### src/rtl/mac_dot_seq_pkg.sv
// Shared types and width helpers for the dot-product sequencer and its MAC.
package mac_dot_seq_pkg;

  // Sequencer states; o_dbg_state carries the current one.
  typedef enum logic [1:0] {
    ST_IDLE    = 2'd0,
    ST_FETCH   = 2'd1,
    ST_DRAIN   = 2'd2,
    ST_CAPTURE = 2'd3
  } state_t;

  // Accumulator width: full product plus guard bits.
  function automatic int calc_tbit(input int abit, input int bbit, input int ebit);
    return abit + bbit + ebit;
  endfunction

  // Operand index width, enough for indices 0..len_max-1.
  function automatic int calc_aw(input int len_max);
    return (len_max <= 2) ? 1 : $clog2(len_max);
  endfunction

  // Term-count width, enough to hold len_max itself.
  function automatic int calc_lw(input int len_max);
    return $clog2(len_max + 1);
  endfunction

endpackage

### src/rtl/mac_dot_seq_mac.sv
// Signed multiply-accumulate datapath. Each cycle the accumulator becomes
// (load ? loadVal : acc) +/- (useMul ? a*b : 0); with load=0 and useMul=0 it holds.
// Arithmetic wraps modulo 2^TBIT.
module MAC
  import mac_dot_seq_pkg::*;
#(
  parameter int ABIT = 8,
  parameter int BBIT = 8,
  parameter int EBIT = 8,
  localparam int TBIT = calc_tbit(ABIT, BBIT, EBIT)
) (
  input  logic                   i_clk,
  input  logic                   i_rst_n,
  input  logic                   i_load,
  input  logic signed [TBIT-1:0] i_loadVal,
  input  logic                   i_useMul,
  input  logic                   i_add,
  input  logic signed [ABIT-1:0] i_a,
  input  logic signed [BBIT-1:0] i_b,
  output logic signed [TBIT-1:0] o_acc
);

  logic signed [ABIT+BBIT-1:0] w_prod;
  logic signed [TBIT-1:0]      w_prod_ext;
  logic signed [TBIT-1:0]      w_base;
  logic signed [TBIT-1:0]      w_term;
  logic signed [TBIT-1:0]      r_acc;

  // Full-precision signed product, sign-extended into the guard bits.
  assign w_prod     = i_a * i_b;
  assign w_prod_ext = TBIT'(w_prod);

  // Select the base (fresh load or running sum) and the signed term to add.
  always_comb begin
    w_base = i_load ? i_loadVal : r_acc;
    w_term = '0;
    if (i_useMul) begin
      w_term = i_add ? w_prod_ext : -w_prod_ext;
    end
  end

  // Accumulator register; the sum simply wraps on overflow.
  always_ff @(posedge i_clk or negedge i_rst_n) begin
    if (!i_rst_n) begin
      r_acc <= '0;
    end else begin
      r_acc <= w_base + w_term;
    end
  end

  assign o_acc = r_acc;

endmodule

### src/rtl/mac_dot_seq.sv
// Dot-product sequencer: fetches len operand pairs from a one-cycle-latency
// memory, steers the MAC, and publishes one registered result with a valid pulse.
//
// Job handshake: i_start is a request that is taken only on an edge where
// o_busy=0 and i_abort=0; o_busy acts as "not ready", so a request made while
// busy is dropped rather than queued. o_valid pulses once per completed job.
module mac_dot_seq
  import mac_dot_seq_pkg::*;
#(
  parameter int ABIT    = 8,
  parameter int BBIT    = 8,
  parameter int EBIT    = 8,
  parameter int LEN_MAX = 16,
  localparam int TBIT = calc_tbit(ABIT, BBIT, EBIT),
  localparam int AW   = calc_aw(LEN_MAX),
  localparam int LW   = calc_lw(LEN_MAX)
) (
  input  logic                   i_clk,
  input  logic                   i_rst_n,
  input  logic                   i_start,
  input  logic [LW-1:0]          i_len,
  input  logic signed [TBIT-1:0] i_init,
  input  logic                   i_sub,
  input  logic                   i_abort,
  output logic                   o_rd,
  output logic [AW-1:0]          o_addr,
  input  logic signed [ABIT-1:0] i_a,
  input  logic signed [BBIT-1:0] i_b,
  output logic                   o_busy,
  output logic                   o_valid,
  output logic signed [TBIT-1:0] o_result,
  output state_t                 o_dbg_state
);

  state_t                 r_state;
  state_t                 w_state_next;
  logic [LW-1:0]          r_len;
  logic signed [TBIT-1:0] r_init;
  logic                   r_sub;
  logic                   r_rd;
  logic [AW-1:0]          r_addr;
  logic                   r_dv;
  logic                   r_first;
  logic                   r_valid;
  logic signed [TBIT-1:0] r_result;

  logic [LW-1:0]          w_len_clamped;
  logic                   w_accept;
  logic                   w_last;
  logic                   w_capture;
  logic                   w_zero_load;
  logic                   w_mac_load;
  logic                   w_mac_mul;
  logic                   w_mac_add;
  logic signed [TBIT-1:0] w_acc;

  assign w_len_clamped = (i_len > LW'(LEN_MAX)) ? LW'(LEN_MAX) : i_len;
  // Abort beats a simultaneous start in IDLE.
  assign w_accept      = (r_state == ST_IDLE) && i_start && !i_abort;
  assign w_last        = (r_state == ST_FETCH) && (LW'(r_addr) == (r_len - LW'(1)));
  assign w_capture     = (r_state == ST_CAPTURE) && !i_abort;
  // An empty job still needs one cycle to copy init into the accumulator.
  assign w_zero_load   = (r_state == ST_DRAIN) && (r_len == '0);

  // State register.
  always_ff @(posedge i_clk or negedge i_rst_n) begin
    if (!i_rst_n) begin
      r_state <= ST_IDLE;
    end else begin
      r_state <= w_state_next;
    end
  end

  // Next-state logic; abort in any active state returns to IDLE.
  always_comb begin
    w_state_next = r_state;
    case (r_state)
      ST_IDLE: begin
        if (w_accept) begin
          w_state_next = (w_len_clamped == '0) ? ST_DRAIN : ST_FETCH;
        end
      end
      ST_FETCH: begin
        if (i_abort) begin
          w_state_next = ST_IDLE;
        end else if (w_last) begin
          w_state_next = ST_DRAIN;
        end
      end
      ST_DRAIN: begin
        w_state_next = i_abort ? ST_IDLE : ST_CAPTURE;
      end
      ST_CAPTURE: begin
        w_state_next = ST_IDLE;
      end
      default: begin
        w_state_next = ST_IDLE;
      end
    endcase
  end

  // Latch the job parameters when a start is taken.
  always_ff @(posedge i_clk or negedge i_rst_n) begin
    if (!i_rst_n) begin
      r_len  <= '0;
      r_init <= '0;
      r_sub  <= 1'b0;
    end else if (w_accept) begin
      r_len  <= w_len_clamped;
      r_init <= i_init;
      r_sub  <= i_sub;
    end
  end

  // Registered read strobe and index; index restarts at 0 and parks at 0 outside FETCH.
  always_ff @(posedge i_clk or negedge i_rst_n) begin
    if (!i_rst_n) begin
      r_rd   <= 1'b0;
      r_addr <= '0;
    end else begin
      r_rd <= (w_state_next == ST_FETCH);
      if (w_state_next == ST_FETCH) begin
        r_addr <= (r_state == ST_FETCH) ? r_addr + AW'(1) : '0;
      end else begin
        r_addr <= '0;
      end
    end
  end

  // Memory-latency pipeline: data is on i_a/i_b the cycle after a read.
  always_ff @(posedge i_clk or negedge i_rst_n) begin
    if (!i_rst_n) begin
      r_dv    <= 1'b0;
      r_first <= 1'b0;
    end else begin
      r_dv    <= r_rd && !i_abort;
      r_first <= r_rd && (r_addr == '0);
    end
  end

  // Result register; only a non-aborted CAPTURE updates it.
  always_ff @(posedge i_clk or negedge i_rst_n) begin
    if (!i_rst_n) begin
      r_result <= '0;
      r_valid  <= 1'b0;
    end else begin
      r_valid <= w_capture;
      if (w_capture) begin
        r_result <= w_acc;
      end
    end
  end

  // First term reloads the accumulator from init; later terms accumulate.
  assign w_mac_load = (r_dv && r_first) || w_zero_load;
  assign w_mac_mul  = r_dv;
  assign w_mac_add  = !r_sub;

  MAC #(
    .ABIT (ABIT),
    .BBIT (BBIT),
    .EBIT (EBIT)
  ) u_mac (
    .i_clk     (i_clk),
    .i_rst_n   (i_rst_n),
    .i_load    (w_mac_load),
    .i_loadVal (r_init),
    .i_useMul  (w_mac_mul),
    .i_add     (w_mac_add),
    .i_a       (i_a),
    .i_b       (i_b),
    .o_acc     (w_acc)
  );

  assign o_rd        = r_rd;
  assign o_addr      = r_addr;
  assign o_busy      = (r_state != ST_IDLE);
  assign o_valid     = r_valid;
  assign o_result    = r_result;
  assign o_dbg_state = r_state;

endmodule

### config.mk
export PLATFORM = sky130hd
export DESIGN_NAME = mac_dot_seq
export DESIGN_NICKNAME = d
export VERILOG_FILES = /design/src/rtl/mac_dot_seq_pkg.sv /design/src/rtl/mac_dot_seq_mac.sv /design/src/rtl/mac_dot_seq.sv
export SDC_FILE = /design/constraint.sdc
export NUM_CORES = 1
export LEC_CHECK = 0
export ABC_AREA = 1
export CORE_MARGIN = 5
export CORE_UTILIZATION = 50
export CTS_CLUSTER_DIAMETER = 30
export DETAILED_ROUTE_END_ITERATION = 16
export GPL_TIMING_DRIVEN = 0
export PLACE_DENSITY_LB_ADDON = 0.15
export SETUP_SLACK_MARGIN = 0.5
export SLEW_MARGIN = 20
export SYNTH_ARGS = -nofsm -noshare
export SYNTH_HDL_FRONTEND = slang
export SYNTH_HIERARCHICAL = 1
export SYNTH_SLANG_ARGS = --single-unit
### constraint.sdc
create_clock -name i_clk -period 4.5 [get_ports i_clk]
set_input_delay 0.675 -clock i_clk [delete_from_list [all_inputs] [get_ports i_clk]]
set_output_delay 0.675 -clock i_clk [all_outputs]
set_load 0.005 [all_outputs]
# Word level (Yosys, flattened, before mapping)
# Index checks and enable logic that the tools add are counted.
# W data, S select, Z words.
[classes]
addsub = 4
mul = 1
n_lt_le_gt_ge = 1
n_eq_ne = 5
n_mux = 12
reduce_logical = 15
[ops]
columns = ["cell", "count"]
rows = [
  ["$mux W24", 3],
  ["$add A24 B24 Y24", 1],
  ["$neg A16 Y24", 1],
  ["$mul A8 B8 Y16", 1],
  ["$logic_not A5 Y1", 2],
  ["$mux W2", 5],
  ["$logic_and A1 B1 Y1", 8],
  ["$mux W4", 2],
  ["$pmux W2 S4", 1],
  ["$eq A4 B5 Y1", 1],
  ["$gt A5 B5 Y1 const B", 1],
  ["$mux W5", 1],
  ["$sub A5 B1 Y5 const B", 1],
  ["$add A4 B1 Y4 const B", 1],
  ["$eq A2 B1 Y1 const B", 2],
  ["$eq A2 B2 Y1 const B", 2],
  ["$logic_not A4 Y1", 1],
  ["$logic_not A2 Y1", 1],
  ["$reduce_bool A2 Y1", 1],
  ["$logic_not A1 Y1", 1],
  ["$logic_or A1 B1 Y1", 1],
]
[word_totals]
reg_bits = 88
input_bits = 50
out_inout_bits = 33
word_cells = 49

# Longest topological paths before layout
# Gate-level depths: netlist of the first run.
[logic_depth]
ltp_word = 8
ltp_mapped = 36
mapped_depth_nobuf = 35

# By module
# The synthesis of the first run kept the hierarchy.
[modules_own_cells]
columns = ["mod", "n_inst", "cells_each", "area_per_inst_um2", "seq_area_each_um2"]
rows = [
  ["MAC", 1, 741, 5337.6, 600.6],
  ["mac_dot_seq", 1, 316, 2670.1, 1601.5],
]

# Least setup slack after synthesis of the first run
# No wires, ideal clock.
[synth_timing]
path_kind = "input to register"
start = "input port i_a[0]"
end = "register u_mac.r_acc[21], in the netlist u_mac/o_acc[21]"
setup_ns = 0.079
arrival_time_ns = 6.277
required_time_ns = 4.421
path_slack_ns = -1.856
path_stages = 30
cell_sequence = "clkbuf_1 -> or2_2 -> fa_1 -> fa_1 -> inv_1 -> fa_1 -> inv_1 -> fa_1 -> inv_1 -> ha_1 -> nand2_1 -> nand3_2 -> xor2_4 -> nand4_1 -> inv_1 -> nand3_1 -> nor2_1 -> nand2_1 -> o21bai_2 -> a21boi_1 -> ha_1 -> nand2_1 -> nor4_1 -> nand4_1 -> nand3_1 -> nand3_1 -> nand2_1 -> nand3_1 -> nand2_1 -> xor2_1"
[synth_via]
elab_chain_len = 5
[synth_lines]
columns = ["item", "line", "text"]
rows = [
  ["start, declared", "mac_dot_seq.sv:27", "input logic signed [ABIT-1:0] i_a,"],
  ["$mul A8 B8 Y16 (*)", "mac_dot_seq_mac.sv:30", "assign w_prod = i_a * i_b;"],
  ["$neg A16 Y24", "mac_dot_seq_mac.sv:38", "w_term = i_add ? w_prod_ext : -w_prod_ext;"],
  ["$mux W24 (*)", "mac_dot_seq_mac.sv:38", ""],
  ["$mux W24 (*)", "mac_dot_seq_mac.sv:37", "if (i_useMul) begin"],
  ["$add A24 B24 Y24 (*)", "mac_dot_seq_mac.sv:47", "r_acc <= w_base + w_term;"],
  ["end signal, assigned", "mac_dot_seq_mac.sv:47", ""],
  ["end, declared", "mac_dot_seq_mac.sv:27", "logic signed [TBIT-1:0] r_acc;"],
]
# Every way passes the cells marked *; elsewhere a longest branch is shown, timed or not.
# A chain may end at the register's enable or synchronous reset.

# Final worst setup path of the first run
[layout_timing]
start = "input port i_a[3]"
end = "register u_mac.r_acc[22], in the netlist u_mac/o_acc[22]"
# Same word-level chain as after synthesis.

==> metrics.json, run 1 <==
{
  "power_and_ir_drop": {
    "clock_power_share_pct": 10.0,
    "internal_power_w": 0.00383,
    "power_switching_w": 0.00330,
    "sequentialPowerShare_pct": 15.9,
    "power.density_cell_area_mw_per_mm2": 648,
    "comb_power_share_pct": 74.0,
    "ir_drop_v": 0.000290,
    "power.static_leakage_nw": 5.75,
    "swShare_pct": 46.3
  },
  "synth": {
    "netlist_top_cells_count": "338 x sky130_fd_sc_hd__nand2_1, 196 x sky130_fd_sc_hd__inv_1, 88 x sky130_fd_sc_hd__dfrtp_1, 61 x sky130_fd_sc_hd__nor2_1",
    "synth.ff_latch_count": 88,
    "count_leader_synth": "sky130_fd_sc_hd__nand2_1",
    "compound_cell_area_share_of_the_yosys_netlist_pct": 6.80,
    "synth_simple_gate_area_share_pct": 24.8,
    "syn-instance-count": 1057,
    "netlist_area_mm2": 0.00801,
    "main_combinational_cell_family_by_area_after_synthesis": "simple AND/OR/NAND/NOR gates",
    "ys_async_sr_fraction_pct": 100,
    "dominantRegCellSynth": "sky130_fd_sc_hd__dfrtp_1",
    "synthTopCellsByArea": "sky130_fd_sc_hd__dfrtp_1 28%, sky130_fd_sc_hd__nand2_1 16%, sky130_fd_sc_hd__fa_1 14%, sky130_fd_sc_hd__inv_1 9.2%, sky130_fd_sc_hd__ha_1 8.8%",
    "yosys.area_share.adder_pct": 22.7,
    "synth_sequential_area_ratio_pct": 27.5,
    "synth_area_per_cell_um2": 7.58,
    "total_number_of_yosys_warnings": 6,
    "number_of_enable_flip_flop_cells_after_synthesis": 0,
    "synthDominantCellAreaShare_pct": 27.5,
    "synthDominantAreaCellType": "sky130_fd_sc_hd__dfrtp_1",
    "synthesis.nets": 1219,
    "netlist-cell-type-count": 47,
    "synthMuxAreaShare_pct": 3.09,
    "synth_xor_area_share_pct": 3.86
  },
  "setup_path": {
    "timing.setup.critical_path_class": "in -> reg",
    "worst_path_largest_cell_delay_ns": 0.54,
    "timing.reg2reg.worst_path_depth": 17,
    "cp_data_required_time_ns": 4.72,
    "crit_fanout": 8,
    "arrival_time_at_the_worst_endpoint_ns": 6.17,
    "crit-reg2reg-launch": "r_len[0]",
    "startpoint_kind_of_the_worst_setup_timing_path": "input port",
    "rrSetupSlack_ns": 0.36,
    "path_common_cell": "sky130_fd_sc_hd__fa_1",
    "cp_slowest_cell": "sky130_fd_sc_hd__fa_1",
    "crit-reg2reg-capture": "u_mac/o_acc[17]",
    "category_of_the_worst_setup_path_capture_point": "register"
  },
  "timing": {
    "finalCriticalPeriod_ns": 5.95,
    "achievable-frequency_mhz": 168,
    "period_share_pct": 132,
    "maxSlewHeadroom_pct": 50.6,
    "fin_worst_hold_slack_ns": 0.380,
    "setup-violations-final": 17,
    "setup_skew_after_layout_ns": 0.00623,
    "maxSlewViolCount": 0,
    "setup_slack_ns": -1.45,
    "finalHoldViolations": 0,
    "worstMarginPinSlew_ns": 0.741,
    "unrepaired_setup_endpoints_after_global_routing": "true"
  },
  "place": {
    "dp_slack_ns": -2.45,
    "place.detailed.hpwl_um": 14600,
    "routabilityCongestion": 0.867,
    "placedCellCount": 1341,
    "port_buffers": 67
  },
  "die": {
    "top_level_ports": 83,
    "die_width_um": 137,
    "die-area_mm2": 0.0186,
    "die-height_um": 137,
    "placement_rows": 46,
    "starting_utilization_of_the_core_area_pct": 50.8,
    "core_region_area_mm2": 0.0158
  },
  "clocking": {
    "clkLatencyLatePin_ns": 0.34,
    "clock_sink_count": 88,
    "clk_root_buffer_cell": "sky130_fd_sc_hd__clkbuf_16",
    "clkTransAtPathRegs_ns": 0.07,
    "cts-htree-levels": 3,
    "tritoncts.num_buffers": 9,
    "cts.hold.buffers_added": 0,
    "cts_buffer_depth": 2,
    "cts_tree": "done"
  },
  "detailed_routing": {
    "drtAntennaViolNets": 0,
    "detail_route.wirelength_um": 20100,
    "vias": 7090,
    "avgViaCountPerCell": 4.96,
    "routedWlPerCell_um": 14.1,
    "total_iterations_of_the_first_detailed_routing_run": 5,
    "drt_first_iter_violations": 356,
    "detail_route.drc_violations": 0
  },
  "global_route": {
    "grt_pass1_wl_um": 32300,
    "number_of_antenna_violations_at_the_first_check_in_global_routing": 0,
    "grt_start_max_net_pins": 56,
    "gr-usage-met1_pct": 27.5,
    "grt_busiest_layer": "met2",
    "grt_pass1_vias": 7029,
    "met2_track_usage_gr_pct": 37.7,
    "groute.layer.met3.usage_pct": 2.06,
    "grt.overflow.total": 0,
    "globalRouteTotalUtil_pct": 21.3
  },
  "hold_path": {
    "min-delay-path-class": "in -> async"
  },
  "cells_and_area": {
    "finalCoreUtilization_pct": 69.8,
    "final_layout_size_suffix_gt1_share_pct": 27.7,
    "num_antenna_cells": 0,
    "design.final.nets": 1369,
    "fin_cells": 1428,
    "syn_to_final_growth_pct": 37.4
  },
  "flow_run": {
    "drv.max_cap_violation_count": 0
  },
  "outcome": {
    "outcome": "finished, violations left",
    "failed_checks": "setup timing"
  }
}
through the flow:
step	instance area [µm²]	total power, W	TNS (ns)
2_1_floorplan	8430	0.00402	-15.32
3_3_place_gp	9370	0.00468	-64.86
3_5_place_dp	9390	0.00475	-30.15
4_1_cts	10500	0.00642	-15.48
5_1_grt	11000	0.00770	-20.76
6_report	11000	0.00713	-17.22
area by class of cell:
class                   instances  area (µm²)
clock buffers                  10         239
inverters                     202         768
plain buffers                  30         338
well taps                     216         270
repair buffers                139        1300
clock inverters                 6        42.5
multi-input cells             737        5840
fillers                      1242        4770
flip-flops and latches         88        2200
kinds of logic (layout without fill, tap and decap cells):
family,Yosys count,after routing
buffers and inverters,232,387
AO/OA/AOI/OAI,94,94
flip-flops,88,88
adder cells (fa/ha/maj),112,112
multiplexers,22,22
AND/OR/NAND/NOR,478,478
XOR/XNOR,31,31
per-layer routing:
metal,up-vias,part of all wire [%]
li1,3541,-
met1,3356,44
met2,152,50
met3,41,4.1
met4,0,2.5
met5,-,0
repair_timing:
item,CTS,global route
gates resized for setup,110,91
setup endpoints to repair,19,20
gates cloned,0,0
setup buffers,53,18
pin swaps,69,71
hold endpoints to repair,0,0
flip-flops by register name, summed over array words and instances, names as in the netlist:
| name | flops |
|---|---|
| o_addr | 4 |
| u_mac/o_acc | 24 |
| r_len | 5 |
| r_sub | 1 |
| o_valid | 1 |
| r_init | 24 |
| o_result | 24 |
| o_rd | 1 |
| r_dv | 1 |
| r_first | 1 |
| o_dbg_state | 2 |
placed cells by master (no fill, tap or decap), types with 12 or more instances in the layout:
cell type                           n
sky130_fd_sc_hd__nand2_4           13
sky130_fd_sc_hd__nand2_1          296
sky130_fd_sc_hd__clkbuf_16         14
sky130_fd_sc_hd__dfrtp_1           88
sky130_fd_sc_hd__inv_2             23
sky130_fd_sc_hd__nand3_1           23
sky130_fd_sc_hd__xor2_1            16
sky130_fd_sc_hd__ha_1              33
sky130_fd_sc_hd__clkdlybuf4s50_1   65
sky130_fd_sc_hd__a21oi_2           24
sky130_fd_sc_hd__mux2_2            22
sky130_fd_sc_hd__inv_1            174
sky130_fd_sc_hd__nand2_2           34
sky130_fd_sc_hd__fa_1              53
sky130_fd_sc_hd__ha_4              19
sky130_fd_sc_hd__buf_4             58
sky130_fd_sc_hd__nor2_2            12
sky130_fd_sc_hd__nor2_1            45
sky130_fd_sc_hd__a21oi_1           14
sky130_fd_sc_hd__buf_6             19
power by group through the flow:
stage / Combinational (W) / Sequential, W / Clock (W)
floorplan: 0.00291 / 0.00111 / 0
global placement: 0.00354 / 0.00114 / 0
detailed placement: 0.00361 / 0.00114 / 0
finish: 0.00528 / 0.00114 / 0.000715
global route: 0.00579 / 0.00116 / 0.000753
CTS: 0.00457 / 0.00113 / 0.000721
how the worst max path moves through the flow:
stage	start	endpoint	slack (ns)	cells past startpoint
6_report	i_a[3]	u_mac/o_acc[22]	-1.45	31
3_5_place_dp	i_b[7]	u_mac/o_acc[21]	-2.45	31
4_1_cts	i_a[7]	u_mac/o_acc[21]	-1.35	35
5_1_grt	i_a[7]	u_mac/o_acc[22]	-1.67	33
2_1_floorplan	i_b[4]	u_mac/o_acc[21]	-1.40	30
3_3_place_gp	i_b[7]	u_mac/o_acc[21]	-2.40	31
critical path: cells and delay by family:
family                   cells  cell delay [ns]
adder cells (fa/ha/maj)      6             2.61
AND/OR/NAND/NOR             11             1.24
AO/OA/AOI/OAI                4             0.71
XOR/XNOR                     2             0.32
buffers and inverters        8             0.61
(Power assumes the default switching activity.)
==> run 2, diff against run 1 <==
Settings changed: HOLD_SLACK_MARGIN from default to 0.15, PLACE_DENSITY from default to 0.77, PLACE_DENSITY_LB_ADDON 0.15 to default.
Clock period 4.5 ns to 7.5 ns, I/O delays scaled along.
==> metrics.json, run 2 (synthesized netlist as in run 1, its figures left out) <==
{
  "hold_path": {
    "startpoint_of_the_most_critical_hold_path": "r_init[22]",
    "min_delay_worst_endpoint": "r_init[22]",
    "min-delay-path-class": {"value": "reg -> reg", "change": "was in -> async"},
    "worst_hold_path.num_cells": 2
  },
  "setup_path": {
    "rrSetupSlack": {"value": 2.95, "unit": "ns", "change": "was 0.36 ns"},
    "crit-reg2reg-capture": {"value": "u_mac/o_acc[18]", "change": "was u_mac/o_acc[17]"},
    "startpoint_kind_of_the_worst_setup_timing_path": {"value": "input port", "change": "unchanged"},
    "timing.setup.critical_path_class": {"value": "in -> reg", "change": "unchanged"},
    "arrival_time_at_the_worst_endpoint": {"value": 6.90, "unit": "ns", "change": "was 6.17 ns"},
    "crit_fanout": {"value": 8, "change": "unchanged"},
    "timing.reg2reg.worst_path_depth": {"value": 16, "change": "was 17"},
    "crit-reg2reg-launch": {"value": "r_len[0]", "change": "unchanged"},
    "cp_data_required_time": {"value": 7.76, "unit": "ns", "change": "was 4.72 ns"},
    "worst_path_largest_cell_delay": {"value": 0.54, "unit": "ns", "change": "about the same"},
    "cp_slowest_cell": {"value": "sky130_fd_sc_hd__fa_1", "change": "unchanged"},
    "category_of_the_worst_setup_path_capture_point": {"value": "register", "change": "unchanged"}
  },
  "timing": {
    "setup_slack": {"value": 0.864, "unit": "ns", "change": "was -1.45 ns"},
    "worstMarginPinSlew": {"value": 0.728, "unit": "ns", "change": "was 0.741 ns"},
    "setup-violations-final": {"value": 0, "change": "was 17"},
    "finalCriticalPeriod_ns": 6.64,
    "period_share_pct": 88.5,
    "finalHoldViolations": {"value": 0, "change": "unchanged"},
    "maxSlewHeadroom": {"value": 50.9, "unit": "%", "change": "was 50.6%"},
    "setup_skew_after_layout": {"value": 0.00934, "unit": "ns", "change": "was 0.00623 ns"},
    "tns_setup": {"value": 0, "unit": "ns", "change": "was -17.22 ns"},
    "fin_worst_hold_slack": {"value": 0.465, "unit": "ns", "change": "was 0.380 ns"},
    "maxSlewViolCount": {"value": 0, "change": "unchanged"},
    "unrepaired_setup_endpoints_after_global_routing": {"value": "false", "change": "was true"},
    "achievable-frequency_mhz": 151
  },
  "die": {
    "die-area": {"value": 0.0186, "unit": "mm²", "change": "unchanged"},
    "core_region_area": {"value": 0.0158, "unit": "mm²", "change": "unchanged"},
    "top_level_ports": {"value": 83, "change": "unchanged"},
    "die_width": {"value": 137, "unit": "µm", "change": "unchanged"},
    "starting_utilization_of_the_core_area": {"value": 50.8, "unit": "%", "change": "unchanged"},
    "placement_rows": {"value": 46, "change": "unchanged"},
    "die-height": {"value": 137, "unit": "µm", "change": "unchanged"}
  },
  "clocking": {
    "clkTransAtPathRegs": {"value": 0.06, "unit": "ns", "change": "was 0.07 ns"},
    "clock_sink_count": {"value": 88, "change": "unchanged"},
    "cts_buffer_depth": {"value": 2, "change": "unchanged"},
    "clk_root_buffer_cell": {"value": "sky130_fd_sc_hd__clkbuf_16", "change": "unchanged"},
    "cts-htree-levels": {"value": 3, "change": "unchanged"},
    "clkLatencyLatePin": {"value": 0.34, "unit": "ns", "change": "about the same"},
    "cts_tree": {"value": "done", "change": "unchanged"},
    "tritoncts.num_buffers": {"value": 9, "change": "unchanged"}
  },
  "cells_and_area": {
    "most_used_cells_in_the_layout_excluding_fill_and_tap_cells": {"value": "334 x sky130_fd_sc_hd__nand2_1, 194 x sky130_fd_sc_hd__inv_1, 88 x sky130_fd_sc_hd__dfrtp_1", "change": "was 296 x sky130_fd_sc_hd__nand2_1, 174 x sky130_fd_sc_hd__inv_1, 88 x sky130_fd_sc_hd__dfrtp_1"},
    "final_layout_size_suffix_gt1_share": {"value": 10.8, "unit": "%", "change": "was 27.7%"},
    "design.final.nets": {"value": 1310, "change": "was 1,369"},
    "num-fill-cells": {"value": 1440, "change": "was 1,242"},
    "seqCellArea": {"value": 0.00220, "unit": "mm²", "change": "unchanged"},
    "syn_to_final_growth": {"value": 18.1, "unit": "%", "change": "was 37.4%"},
    "multi_input_area": {"value": 0.00501, "unit": "mm²", "change": "was 0.00584 mm²"},
    "fin_cells": {"value": 1369, "change": "was 1,428"},
    "num_antenna_cells": {"value": 0, "change": "unchanged"},
    "final_common_cell": {"value": "sky130_fd_sc_hd__nand2_1", "change": "unchanged"}
  },
  "global_route": {
    "grt_pass1_vias": {"value": 6673, "change": "was 7,029"},
    "number_of_antenna_violations_at_the_first_check_in_global_routing": {"value": 0, "change": "unchanged"},
    "grt_pass1_wl": {"value": 29700, "unit": "µm", "change": "was 32,300 µm"},
    "globalRouteTotalUtil": {"value": 19.5, "unit": "%", "change": "was 21.3%"},
    "grt.overflow.total": {"value": 0, "change": "unchanged"},
    "grt_start_max_net_pins": {"value": 60, "change": "was 56"}
  },
  "detailed_routing": {
    "drtAntennaViolNets": {"value": 0, "change": "unchanged"},
    "detail_route.drc_violations": {"value": 0, "change": "unchanged"},
    "detail_route.wirelength": {"value": 17300, "unit": "µm", "change": "was 20,100 µm"},
    "routedWlPerCell": {"value": 12.6, "unit": "µm", "change": "was 14.1 µm"},
    "avgViaCountPerCell": {"value": 4.85, "change": "was 4.96"},
    "drt_first_iter_violations": {"value": 281, "change": "was 356"},
    "vias": {"value": 6642, "change": "was 7,090"},
    "total_iterations_of_the_first_detailed_routing_run": {"value": 4, "change": "was 5"}
  },
  "place": {
    "port_buffers": {"value": 67, "change": "unchanged"},
    "placedCellCount": {"value": 1341, "change": "unchanged"},
    "routabilityCongestion": {"value": 0.901, "change": "was 0.867"},
    "dp_slack": {"value": -0.370, "unit": "ns", "change": "was -2.45 ns"},
    "place.detailed.hpwl": {"value": 14200, "unit": "µm", "change": "was 14,600 µm"}
  },
  "power_and_ir_drop": {
    "ir_drop": {"value": 0.000138, "unit": "V", "change": "was 0.000290 V"},
    "power.static_leakage": {"value": 5.22, "unit": "nW", "change": "was 5.75 nW"},
    "power.density_cell_area": {"value": 335, "unit": "mW/mm²", "change": "was 648 mW/mm²"}
  },
  "outcome": {
    "outcome": {"value": "finished clean", "change": "was finished, violations left"}
  },
  "flow_run": {
    "drv.max_cap_violation_count": {"value": 0, "change": "unchanged"}
  }
}
-- run 2: worst max-delay path by stage --
| stage | start | to | slack [ns] |
|---|---|---|---|
| finish | i_a[0] | u_mac/o_acc[22] | 0.86 |
| global route | i_b[3] | u_mac/o_acc[22] | 0.47 |
| CTS | i_b[2] | u_mac/o_acc[22] | 0.59 |
| detailed placement | i_b[7] | u_mac/o_acc[21] | -0.37 |
| global placement | i_b[7] | u_mac/o_acc[21] | -0.32 |
| floorplan | i_a[0] | u_mac/o_acc[21] | 0.69 |
-- run 2: layout make-up --
| class | count | area share, % |
|---|---|---|
| multi-input combinational | 737 | 52.9 |
| sequential | 88 | 23.3 |
| timing repair buffer | 80 | 8.26 |
| inverter | 202 | 8.02 |
| tap | 216 | 2.86 |
| clock buffer | 9 | 2.38 |
| buffer | 30 | 1.68 |
| clock inverter | 7 | 0.569 |
-- run 2: routing by layer --
layer,routed length (µm),GRT usage (%),vias to the layer above
li1,-,-,3422
met1,7980,25.3,3069
met2,8370,34.9,131
met3,687,1.80,20
met4,255,5.04,0
met5,0,0,-
-- run 2: metrics by stage --
stage	util, %	total power (W)	instance area [µm²]
4_1_cts	59.3	0.00310	9340
3_3_place_gp	56.7	0.00253	8950
6_report	60.0	0.00317	9460
5_1_grt	60.0	0.00350	9460
2_1_floorplan	-	0.00218	8010
3_5_place_dp	56.9	0.00260	8970
-- run 2: worst max-delay path: cells and delay by family --
| family | cells | cell delay (ns) |
|---|---|---|
| adders and majority gates | 6 | 2.76 |
| buffers and inverters | 6 | 0.55 |
| and+or+nand+nor | 17 | 2.11 |
| xor gates and xnor gates | 1 | 0.14 |
| AOI/OAI and AO/OA | 2 | 0.22 |
-- run 2: power breakdown --
part,total (W),switching (W),internal (W)
Sequential,0.000682,0.0000751,0.000607
Clock,0.000413,0.000186,0.000227
Combinational,0.00207,0.00123,0.000842
-- run 2: what timing repair did --
item / CTS / global route
pin swaps: 11 / 9
setup endpoints to repair: 9 / 8
resized for setup: 10 / 46
buffers inserted: 7 / 5
hold buffers: 0 / 0
==> run 3, diff against run 2 <==
Settings changed: CORE_UTILIZATION 50 to 53, PLACE_DENSITY 0.77 to 0.8.
==> metrics.json, run 3 (synthesized netlist as in run 1, its figures left out) <==
{
  "hold_path": {
    "min-delay-path-class": {"value": "reg -> reg", "change": "unchanged"},
    "startpoint_of_the_most_critical_hold_path": {"value": "o_result[3]", "change": "was r_init[22]"}
  },
  "place": {
    "routabilityCongestion": {"value": 0.856, "change": "was 0.901"},
    "place.detailed.hpwl": {"value": 14200, "unit": "µm", "change": "about the same"},
    "placed_area": {"value": 0.00894, "unit": "mm²", "change": "was 0.00897 mm²"},
    "port_buffers": {"value": 67, "change": "unchanged"}
  },
  "cells_and_area": {
    "final_common_cell": {"value": "sky130_fd_sc_hd__nand2_1", "change": "unchanged"},
    "num_antenna_cells": {"value": 0, "change": "unchanged"},
    "design.final.nets": {"value": 1305, "change": "was 1,310"},
    "syn_to_final_growth": {"value": 17.6, "unit": "%", "change": "was 18.1%"},
    "finalInstanceArea": {"value": 0.00942, "unit": "mm²", "change": "was 0.00946 mm²"},
    "most_used_cells_in_the_layout_excluding_fill_and_tap_cells": {"value": "330 x sky130_fd_sc_hd__nand2_1, 194 x sky130_fd_sc_hd__inv_1, 88 x sky130_fd_sc_hd__dfrtp_1", "change": "was 334 x sky130_fd_sc_hd__nand2_1, 194 x sky130_fd_sc_hd__inv_1, 88 x sky130_fd_sc_hd__dfrtp_1"},
    "final_layout_size_suffix_gt1_share": {"value": 10.6, "unit": "%", "change": "was 10.8%"},
    "num-fill-cells": {"value": 1267, "change": "was 1,440"}
  },
  "detailed_routing": {
    "total_iterations_of_the_first_detailed_routing_run": {"value": 5, "change": "was 4"},
    "detail_route.drc_violations": {"value": 0, "change": "unchanged"},
    "drtAntennaViolNets": {"value": 0, "change": "unchanged"},
    "vias": {"value": 6712, "change": "was 6,642"},
    "avgViaCountPerCell": {"value": 5.02, "change": "was 4.85"},
    "detail_route.wirelength": {"value": 17500, "unit": "µm", "change": "was 17,300 µm"},
    "routedWlPerCell": {"value": 13.1, "unit": "µm", "change": "was 12.6 µm"},
    "drt_first_iter_violations": {"value": 351, "change": "was 281"}
  },
  "outcome": {
    "outcome": {"value": "finished clean", "change": "unchanged"}
  },
  "timing": {
    "setup_skew_after_layout": {"value": 0.00446, "unit": "ns", "change": "was 0.00934 ns"},
    "unrepaired_setup_endpoints_after_global_routing": {"value": "false", "change": "unchanged"},
    "finalCriticalPeriod": {"value": 6.68, "unit": "ns", "change": "was 6.64 ns"},
    "period_share": {"value": 89.1, "unit": "%", "change": "was 88.5%"},
    "achievable-frequency": {"value": 150, "unit": "MHz", "change": "was 151 MHz"},
    "maxSlewViolCount": {"value": 0, "change": "unchanged"},
    "maxSlewHeadroom": {"value": 51.2, "unit": "%", "change": "was 50.9%"},
    "setup-violations-final": {"value": 0, "change": "unchanged"},
    "worstMarginPinSlew": {"value": 0.725, "unit": "ns", "change": "was 0.728 ns"},
    "tns_setup": {"value": 0, "unit": "ns", "change": "unchanged"},
    "finalHoldViolations": {"value": 0, "change": "unchanged"}
  },
  "setup_path": {
    "category_of_the_worst_setup_path_capture_point": {"value": "register", "change": "unchanged"},
    "cp_data_required_time": {"value": 7.72, "unit": "ns", "change": "was 7.76 ns"},
    "crit_path_start": {"value": "i_b[7]", "change": "was i_a[0]"},
    "cp_slowest_cell": {"value": "sky130_fd_sc_hd__fa_1", "change": "unchanged"},
    "worst_path_largest_cell_delay": {"value": 0.55, "unit": "ns", "change": "was 0.54 ns"},
    "worstPathBufferInverterCount": {"value": 6, "change": "unchanged"},
    "critical-path-top-delay-family": {"value": "adder cells", "change": "unchanged"},
    "crit-reg2reg-launch": {"value": "r_len[0]", "change": "unchanged"},
    "arrival_time_at_the_worst_endpoint": {"value": 6.90, "unit": "ns", "change": "about the same"},
    "startpoint_kind_of_the_worst_setup_timing_path": {"value": "input port", "change": "unchanged"},
    "timing.setup.critical_path_class": {"value": "in -> reg", "change": "unchanged"},
    "crit_fanout": {"value": 8, "change": "unchanged"}
  },
  "power_and_ir_drop": {
    "power.static_leakage": {"value": 5.21, "unit": "nW", "change": "was 5.22 nW"},
    "power.density_cell_area": {"value": 339, "unit": "mW/mm²", "change": "was 335 mW/mm²"},
    "power_switching": {"value": 0.00149, "unit": "W", "change": "about the same"},
    "swShare": {"value": 46.7, "unit": "%", "change": "was 47.1%"},
    "ir_drop": {"value": 0.000144, "unit": "V", "change": "was 0.000138 V"},
    "comb_power_share": {"value": 64.7, "unit": "%", "change": "was 65.4%"},
    "internal_power": {"value": 0.00170, "unit": "W", "change": "was 0.00168 W"},
    "clock_power_share": {"value": 13.8, "unit": "%", "change": "was 13.0%"},
    "sequentialPowerShare": {"value": 21.5, "unit": "%", "change": "about the same"}
  },
  "die": {
    "starting_utilization_of_the_core_area": {"value": 53.3, "unit": "%", "change": "was 50.8%"},
    "top_level_ports": {"value": 83, "change": "unchanged"},
    "die-area": {"value": 0.0177, "unit": "mm²", "change": "was 0.0186 mm²"},
    "die-height": {"value": 133, "unit": "µm", "change": "was 137 µm"},
    "placement_rows": {"value": 45, "change": "was 46"},
    "core_region_area": {"value": 0.0150, "unit": "mm²", "change": "was 0.0158 mm²"},
    "die_width": {"value": 133, "unit": "µm", "change": "was 137 µm"}
  },
  "flow_run": {
    "drv.max_cap_violation_count": {"value": 0, "change": "unchanged"}
  },
  "clocking": {
    "clk_root_buffer_cell": {"value": "sky130_fd_sc_hd__clkbuf_16", "change": "unchanged"},
    "clkLatencyLatePin": {"value": 0.33, "unit": "ns", "change": "was 0.34 ns"},
    "tritoncts.num_buffers": {"value": 9, "change": "unchanged"},
    "cts.hold.buffers_added": {"value": 0, "change": "unchanged"},
    "cts_buffer_depth": {"value": 2, "change": "unchanged"},
    "cts_tree": {"value": "done", "change": "unchanged"},
    "clock_sink_count": {"value": 88, "change": "unchanged"},
    "cts-htree-levels": {"value": 3, "change": "unchanged"},
    "clkTransAtPathRegs": {"value": 0.06, "unit": "ns", "change": "about the same"}
  },
  "global_route": {
    "grt_start_max_net_pins": {"value": 60, "change": "unchanged"},
    "grt.overflow.total": {"value": 0, "change": "unchanged"},
    "globalRouteTotalUtil": {"value": 20.2, "unit": "%", "change": "was 19.5%"},
    "number_of_antenna_violations_at_the_first_check_in_global_routing": {"value": 0, "change": "unchanged"},
    "grt_pass1_vias": {"value": 6717, "change": "was 6,673"},
    "grt_pass1_wl": {"value": 30100, "unit": "µm", "change": "was 29,700 µm"}
  }
}
run 3: cell types whose count changed in the layout (fill, tap and decap cells not counted), sizes merged:
cell,before,now
buf,24,21
inv,204,203
clkinv,2,4
clkinvlp,3,0
clkbuf,30,29
bufinv,0,1
run 3: worst register-to-register path, stage by stage, from the launching register on:
cell and delay (ns):
sky130_fd_sc_hd__dfrtp_1 0.41, sky130_fd_sc_hd__inv_1 0.10, sky130_fd_sc_hd__ha_1 0.19, sky130_fd_sc_hd__nand2_1 0.08, sky130_fd_sc_hd__nor2_1 0.13, sky130_fd_sc_hd__a22o_1 0.16, sky130_fd_sc_hd__clkbuf_1 0.35, sky130_fd_sc_hd__clkbuf_1 0.55
sky130_fd_sc_hd__mux2_2 0.28, sky130_fd_sc_hd__ha_1 0.25, sky130_fd_sc_hd__inv_1 0.08, sky130_fd_sc_hd__fa_1 0.39, sky130_fd_sc_hd__o21ai_0 0.61, sky130_fd_sc_hd__a21oi_1 0.23, sky130_fd_sc_hd__o21bai_1 0.25, sky130_fd_sc_hd__a21oi_1 0.12
sky130_fd_sc_hd__xnor2_1 0.13
run 3: area by class of cell:
cell class / count / area (µm²) / area share (%)
Multi-Input combinational cell: 737 / 5020 / 53.4
Tap cell: 188 / 235 / 2.50
Inverter: 202 / 758 / 8.05
Clock inverter: 6 / 66.3 / 0.704
Sequential cell: 88 / 2200 / 23.4
Clock buffer: 10 / 229 / 2.43
Buffer: 30 / 159 / 1.69
Timing Repair Buffer: 75 / 743 / 7.89
run 3: stage by stage:
stage / setup slack (ns) / cells / hold slack (ns) / total power [W] / util [%]
final: 0.821 / 1336 / 0.467 / 0.00320 / 62.6
after global routing: 0.480 / 1336 / 0.481 / 0.00352 / 62.6
after CTS: 0.573 / 1332 / 0.474 / 0.00310 / 61.8
after detailed placement: -0.458 / 1313 / 0.456 / 0.00259 / 59.5
after global placement: -0.293 / 1312 / 0.451 / 0.00252 / 59.3
after floorplan: 0.694 / 1057 / 0.436 / 0.00218 / -
run 3: path summary, 6_finish.rpt:
| kind | end | slack, ns | cells after the start |
|---|---|---|---|
| worst max-delay path | u_mac/o_acc[18] | 0.82 | 28 |
| worst min-delay path | o_result[3] | 0.47 | 2 |
| worst max register to register | u_mac/o_acc[18] | 3.08 | 16 |
| worst min register to register | o_result[3] | 0.47 | 2 |
| max in group asynchronous | u_mac/o_acc[21] | 6.18 | 2 |
| min in group asynchronous | r_len[1] | 0.71 | 1 |
run 3: repair_timing:
item	in CTS	in global routing
buffers inserted	3	4
setup endpoints to repair	10	9
pin swaps	4	11
resized for setup	9	54
run 3: power groups by stage:
stage | logic, W | registers [W] | clock network [W]
4_1_cts | 0.00196 | 0.000685 | 0.000446
2_1_floorplan | 0.00151 | 0.000666 | 0
6_report | 0.00207 | 0.000688 | 0.000442
3_3_place_gp | 0.00184 | 0.000683 | 0
5_1_grt | 0.00236 | 0.000700 | 0.000466
3_5_place_dp | 0.00190 | 0.000689 | 0
run 3: metal layers:
metal	vias to the layer above	wire, µm	GRT usage [%]
met5	-	0	0
met4	0	326	5.72
met3	27	837	2.78
met2	187	8570	35.6
met1	3098	7720	26.0
li1	3400	-	-
